`config.mk`:
```
export PLATFORM = sky130hd
export DESIGN_NAME = pipeline_ctrl
export DESIGN_NICKNAME = d
export VERILOG_FILES = /design/src/rtl/pipeline_ctrl.sv
export SDC_FILE = /design/constraint.sdc
export NUM_CORES = 1
export LEC_CHECK = 0
export BUFFER_PORTS_ARGS = -buffer_cell sky130_fd_sc_hd__buf_2
export CAP_MARGIN = 20
export CORE_AREA = 2 2 80 75
export CTS_CLUSTER_SIZE = 30
export DETAILED_ROUTE_END_ITERATION = 6
export DIE_AREA = 0 0 82 77
export PLACE_DENSITY = 0.59
export SLEW_MARGIN = 20
export SYNTH_ARGS = -nofsm -noshare
export SYNTH_HDL_FRONTEND = slang
export SYNTH_SLANG_ARGS = --single-unit
export TNS_END_PERCENT = 20
```
`constraint.sdc`:
```
create_clock -name clk -period 3.1 [get_ports clk]
set_clock_uncertainty 0.2 [all_clocks]
set_input_delay 0.155 -clock clk [delete_from_list [all_inputs] [get_ports clk]]
set_output_delay 0.155 -clock clk [all_outputs]
set_load 0.005 [all_outputs]
```
`src/rtl/pipeline_ctrl.sv`:
```
// Central sequencer for the 5-stage core: arbitrates traps, memory freezes, hazard
// stalls and branch redirects into per-stage enables/flushes, plus watchdog and stall counter.
module pipeline_ctrl #(
    parameter int DRAIN_CYC = 2,
    parameter int MAX_STALL = 16,
    parameter int CNT_W     = 32
) (
    input  logic             clk,
    input  logic             rst_n,
    input  logic             i_stall,
    input  logic             i_branch_taken,
    input  logic             i_mem_busy,
    input  logic             i_trap,
    output logic             o_en_if,
    output logic             o_en_id,
    output logic             o_en_ex,
    output logic             o_en_mem,
    output logic             o_flush_if_id,
    output logic             o_flush_id_ex,
    output logic             o_flush_ex_mem,
    output logic             o_trap_redirect,
    output logic             o_timeout,
    output logic [CNT_W-1:0] o_stall_cnt
);

    typedef enum logic [1:0] {RUN, STALL, MEM_WAIT, DRAIN} state_t;

    localparam int DW = (DRAIN_CYC > 1) ? $clog2(DRAIN_CYC) : 1;
    localparam int RW = $clog2(MAX_STALL + 1);
    localparam logic [DW-1:0]    DRAIN_INIT = DW'(DRAIN_CYC - 1);
    localparam logic [RW-1:0]    RUN_MAX    = RW'(MAX_STALL);
    localparam logic [CNT_W-1:0] CNT_MAX    = '1;

    state_t          state, state_nxt;
    logic [DW-1:0]   drain_cnt, drain_nxt;
    logic [RW-1:0]   run_cnt;
    logic            wd_inc;

    // Outputs respond in the same cycle; only sequencing state is registered.
    // NOTE: every always_comb output gets a default first so no path infers a latch.
    always_comb begin
        o_en_if         = 1'b1;
        o_en_id         = 1'b1;
        o_en_ex         = 1'b1;
        o_en_mem        = 1'b1;
        o_flush_if_id   = 1'b0;
        o_flush_id_ex   = 1'b0;
        o_flush_ex_mem  = 1'b0;
        o_trap_redirect = 1'b0;
        state_nxt       = state;
        drain_nxt       = drain_cnt;
        wd_inc          = 1'b0;

        if (!rst_n) begin
            {o_en_if, o_en_id, o_en_ex, o_en_mem}           = 4'b0000;
            {o_flush_if_id, o_flush_id_ex, o_flush_ex_mem}  = 3'b111;
            state_nxt = RUN;
        end else if (i_trap) begin
            {o_flush_if_id, o_flush_id_ex, o_flush_ex_mem}  = 3'b111;
            o_trap_redirect = 1'b1;
            state_nxt       = DRAIN;
            drain_nxt       = DRAIN_INIT;
        end else if (state == DRAIN) begin
            // Hazards and redirects are meaningless while IF/ID is being emptied.
            if (i_mem_busy) begin
                {o_en_if, o_en_id, o_en_ex, o_en_mem} = 4'b0000;
                wd_inc = 1'b1;
            end else begin
                o_en_if       = 1'b0;
                o_flush_if_id = 1'b1;
                if (drain_cnt == '0) state_nxt = RUN;
                else                 drain_nxt = drain_cnt - 1'b1;
            end
        end else if (i_mem_busy) begin
            {o_en_if, o_en_id, o_en_ex, o_en_mem} = 4'b0000;
            state_nxt = MEM_WAIT;
            wd_inc    = 1'b1;
        end else if (i_stall) begin
            o_en_if       = 1'b0;
            o_en_id       = 1'b0;
            o_flush_id_ex = 1'b1;
            state_nxt     = STALL;
            wd_inc        = 1'b1;
        end else begin
            o_flush_if_id = i_branch_taken;
            state_nxt     = RUN;
        end
    end

    // NOTE: sequential state uses non-blocking assignments so every register samples pre-edge values.
    always_ff @(posedge clk) begin
        if (!rst_n) begin
            state       <= RUN;
            drain_cnt   <= '0;
            run_cnt     <= '0;
            o_timeout   <= 1'b0;
            o_stall_cnt <= '0;
        end else begin
            state     <= state_nxt;
            drain_cnt <= drain_nxt;
            if (!wd_inc)                 run_cnt <= '0;
            else if (run_cnt != RUN_MAX) run_cnt <= run_cnt + 1'b1;
            if (wd_inc && run_cnt >= RUN_MAX - RW'(1))
                o_timeout <= 1'b1;
            if (!o_en_if && o_stall_cnt != CNT_MAX)
                o_stall_cnt <= o_stall_cnt + 1'b1;
        end
    end

endmodule
```
After elaboration in Yosys (flattened, before gate mapping) --
Index checks and enable logic that the tools add are counted.
Word-level totals: bits in registers 41, output and inout bits 41, logic and storage cells 61, bits of input ports 6
Operators by class: $add $sub $neg 3, multiplexer cells 39, eq/ne operators 6, order comparisons 1, reduce and logical (&&, ||, !) cells 7
Operators by type and width (number):
- 1-bit two-way mux | 34
- 32-bit by 1-bit adder with 32-bit output, second input constant | 1
- 32-bit != test, second input constant | 1
- 2-bit two-way mux | 5
- 3-bit != test, second input constant | 2
- 2-bit AND reduction | 3
- 5-bit by 1-bit adder with 5-bit output, second input constant | 1
- 5-bit by 4-bit greater-or-equal comparator with 1-bit output, second input constant | 1
- 5-bit != test, second input constant | 1
- 2-bit == test, second input constant | 1
- 1-bit logical AND | 2
- 2-bit by 1-bit != test with 1-bit output, second input constant | 1
- 2-bit nonzero test | 1
- 1-bit zero test | 1
- 1-bit subtractor, second input constant | 1

Logic depth before layout (Yosys ltp) --
depth after elaboration 7, depth in mapped cells 9, mapped depth without buffers 6

Least setup slack after synthesis --
OpenSTA, ideal clock, no wires.
kind flip-flop to flip-flop, from reg o_stall_cnt[0], to reg o_stall_cnt[28], cell stages (with the launch flop) 8, required time 2830 ps, clock period less this slack 2471 ps, library setup time 70 ps, arrival time 2200 ps, buffers on the path 1, slack 629 ps, path through dfxtp_1 > ha_1 > nand2_1 > or4_4 > buf_6 > or4_4 > or3_1 > a21oi_1
Between the ends: cells in the longest elaborated chain, start to end 2, elaborated cells between the ends (all ways) 3, those cells by class add/sub: 1; eq/ne: 1; reduce/logical: 1
Ends and longest elaborated chain:
- start, declared | line 23 | output logic [CNT_W-1:0] o_stall_cnt
- start signal, assigned | line 106 | o_stall_cnt <= o_stall_cnt + 1'b1;
- branches (longest 2 deep; another with 32-bit by 1-bit adder with 32-bit output)
Several ways; the timed one is not identified. A chain may end at the register's enable or synchronous reset.

Final worst setup path --
from in i_trap, to reg o_stall_cnt[27]
Between the ends: cells in the longest elaborated chain, start to end 4
Ends and longest elaborated chain:
- start, declared | line 13 | input logic i_trap,
- 1-bit two-way mux | line 58 | end else if (i_trap) begin
- 1-bit two-way mux | line 54 | if (!rst_n) begin
- 1-bit zero test | line 105 | if (!o_en_if && o_stall_cnt != CNT_MAX)
- 1-bit logical AND | line 105
Every way passes these cells.

==> results_dict.tcl <==
set metrics [dict create \
    ant_nets 0 \
    post_cts_buffers 0 \
    initial_utilization_pct 38.85 \
    std_cell_rows 26 \
    p_leak_uw 0.0009359 \
    yosys-top-cells-count "41 x dfxtp_1, 27 x a21oi_1, 18 x nand2_1" \
    drt_iter0_drc 119 \
    hp-class "input port to register" \
    slew_violations 0 \
    cts.sinks 41 \
    cts_root_buffer "clkbuf_8" \
    grt_remaining_overflow 0 \
    yosysWarnings 0 \
    place_ws_ps 434.0 \
    rsz0062_at_grt "no" \
    p_sw_uw 227.8 \
    yosysTopAreaCell "dfxtp_1" \
    final.setup.tns_ps 0 \
    cp.required_ps 3120 \
    synth.most_common_cell "dfxtp_1" \
    p_int_uw 737.5 \
    async_reset_ff_share_pct 0 \
    cap_viol_max_count 0 \
    comb_power_share_pct 6.9 \
    first_global_vias 1711 \
    path_clk_slew_ps 70 \
    fin_crit_sh_pct 90.15 \
    htree_levels 2 \
    yosysSeqAreaShare_pct 38.66 \
    worstMarginPinSlew_ps 822.7 \
    cpPeakStageDelay_ps 820 \
    p_per_area_mw_per_mm2 385.5 \
    die_h_um 77 \
    core_mm2 0.005465 \
    post-route-min-period_ps 2795 \
    grt_first_pass_wirelength_um 8066 \
    num_antenna_cells 0 \
    hold_viol_final 0 \
    num_vias 1978 \
    rrSetupSlack_ps 400 \
    synth_top_area_share_pct 38.66 \
    worst_hold_slack_ps 81.44 \
    outcome "finished clean" \
    switching_share_pct 23.60 \
    postSynthAreaPerCell_um2 8.459 \
    synth.distinct_cells 40 \
    post_cts_resized 0 \
    worst_slew_margin_rel_pct 44.38 \
    power_frac_seq_pct 56.4 \
    ios 47 \
    crit_chain "dlygate4sd3_1, buf_2, o21ai_2, inv_2, or4_1, or4_1, a21oi_1" \
    crit_fanout 19 \
    cts_tree "yes" \
    wirelength_um 4853 \
    start_kind "input port" \
    cp.arrival_ps 2820 \
    post-dp-hpwl_um 3411 \
    netlist_area_mm2 0.002123 \
    clock_latency_ps 290 \
    clk_path_buf_depth 2 \
    ir_drop_mv 0.1738 \
    clock_power_share_pct 36.7 \
    die-area_mm2 0.006314 \
    synth_flop_cell "dfxtp_1" \
    cp_slowest_cell "or4_1" \
    synth_edf_count 0 \
    grt_max_degree 21 \
    dr.pass1.iters 4 \
    grt_usage_pct 16.07 \
    synth_cells 251 \
    layout.nets 305 \
    holdBufCountCts 3 \
    critical_path_class "input port to register" \
    routedWlPerCell_um 13.30 \
    drive_gt1_share_pct 21.02 \
    via_per_inst 5.419 \
    drc 0 \
    syn_nets 261 \
    fin_ws_ps 305.3 \
    synth_seq_cells 41 \
    gp_congestion 0.7628 \
    final-setup-viol-count 0 \
    numPortBuffers 46 \
    fmax_ghz 0.3578 \
    crit_top_cell "or4_1" \
    cts_buffers 5 \
    antenna_found_initial 0 \
    endpoint_kind "register" \
    syn_to_final_growth_pct 17.91 \
    dieWidth_um 82 \
    synthTopCellsByArea "dfxtp_1 39%, a21oi_1 6.4%, o31ai_1 4.9%, or4_1 4.9%, nand4_1 3.8%" \
]
[logic make-up after synthesis]
logic type	share of synthesized area (%)
AND/OR/NAND/NOR	27.99
AO/OA/AOI/OAI	19.80
multiplexers	1.886
buffers and inverters	5.185
adder cells (fa/ha/maj)	2.357
flip-flops	38.66
XOR/XNOR	4.125
[flip-flops by register name (all words and copies together) (netlist names)]
name and cells:
o_timeout 1, run_cnt 5, drain_cnt 1, o_stall_cnt 32, state 2
[final cells by class]
cell class	count	area, um2
Sequential cell	41	820.8
Inverter	11	41.29
Multi-Input combinational cell	185	1192
Clock buffer	7	86.33
Tap cell	70	87.58
Timing Repair Buffer	51	275.3
Fill cell	560	2962
[cells in the final DEF (no fill, tap or decap), drive strengths merged, types with 2 or more instances in the layout]
cell type | synthesis | routed
and2 | 4 | 4
o31ai | 15 | 15
a21oi | 27 | 27
nand4 | 14 | 14
buf | 6 | 48
nand2 | 18 | 18
and3 | 3 | 3
xnor2 | 7 | 7
nor3 | 2 | 2
inv | 10 | 10
clkbuf | 8 | 7
or3 | 8 | 8
xor2 | 3 | 3
and4 | 6 | 6
mux2i | 4 | 4
a2111oi | 4 | 4
ha | 4 | 4
nand2b | 4 | 4
nand3 | 9 | 9
dlygate4sd3 | 0 | 3
a211oi | 3 | 3
or4 | 16 | 16
nor2 | 14 | 14
o21ai | 13 | 13
dfxtp | 41 | 41
[power by group through the flow]
| stage | combinational [uW] | sequential (uW) | clock, uW |
|---|---|---|---|
| finish | 66.7 | 545 | 354 |
| CTS | 67.6 | 545 | 366 |
| floorplan | 41.7 | 555 | 0 |
| global route | 74.7 | 546 | 390 |
| detailed placement | 64.4 | 557 | 0 |
| global placement | 63.4 | 557 | 0 |
[path summary, 6_finish.rpt]
path / cells past startpoint / from / endpoint
setup / recovery: 7 / i_trap / o_stall_cnt[27]
hold / removal: 3 / i_mem_busy / drain_cnt
setup reg to reg: 5 / o_stall_cnt[2] / o_stall_cnt[27]
hold reg to reg: 1 / o_timeout / o_timeout
[worst max-delay path, delay by kind of cell]
kind | cells | cell delay [ps]
AOI/OAI and AO/OA | 2 | 440
buffers and inverters | 3 | 830
and+or+nand+nor | 2 | 1380
[layer usage]
metal | track usage [%] | vias to the layer above | wire length, um
li1 | - | 1031 | -
met1 | 22.79 | 899 | 2391
met2 | 23.82 | 43 | 2178
met3 | 3.529 | 5 | 229
met4 | 5.500 | 0 | 53
met5 | 0 | - | 0
[stage by stage]
step / util, % / cell area (um2) / instances / total power [uW]
4_1_cts: 45.81 / 2504 / 365 / 978.2
3_3_place_gp: 43.68 / 2387 / 355 / 620.2
5_1_grt: 45.81 / 2504 / 365 / 1011
6_report: 45.81 / 2504 / 365 / 965.3
3_5_place_dp: 43.68 / 2387 / 355 / 621.4
2_1_floorplan: - / 2123 / 251 / 596.5
Power figures use the tool's default switching activity.
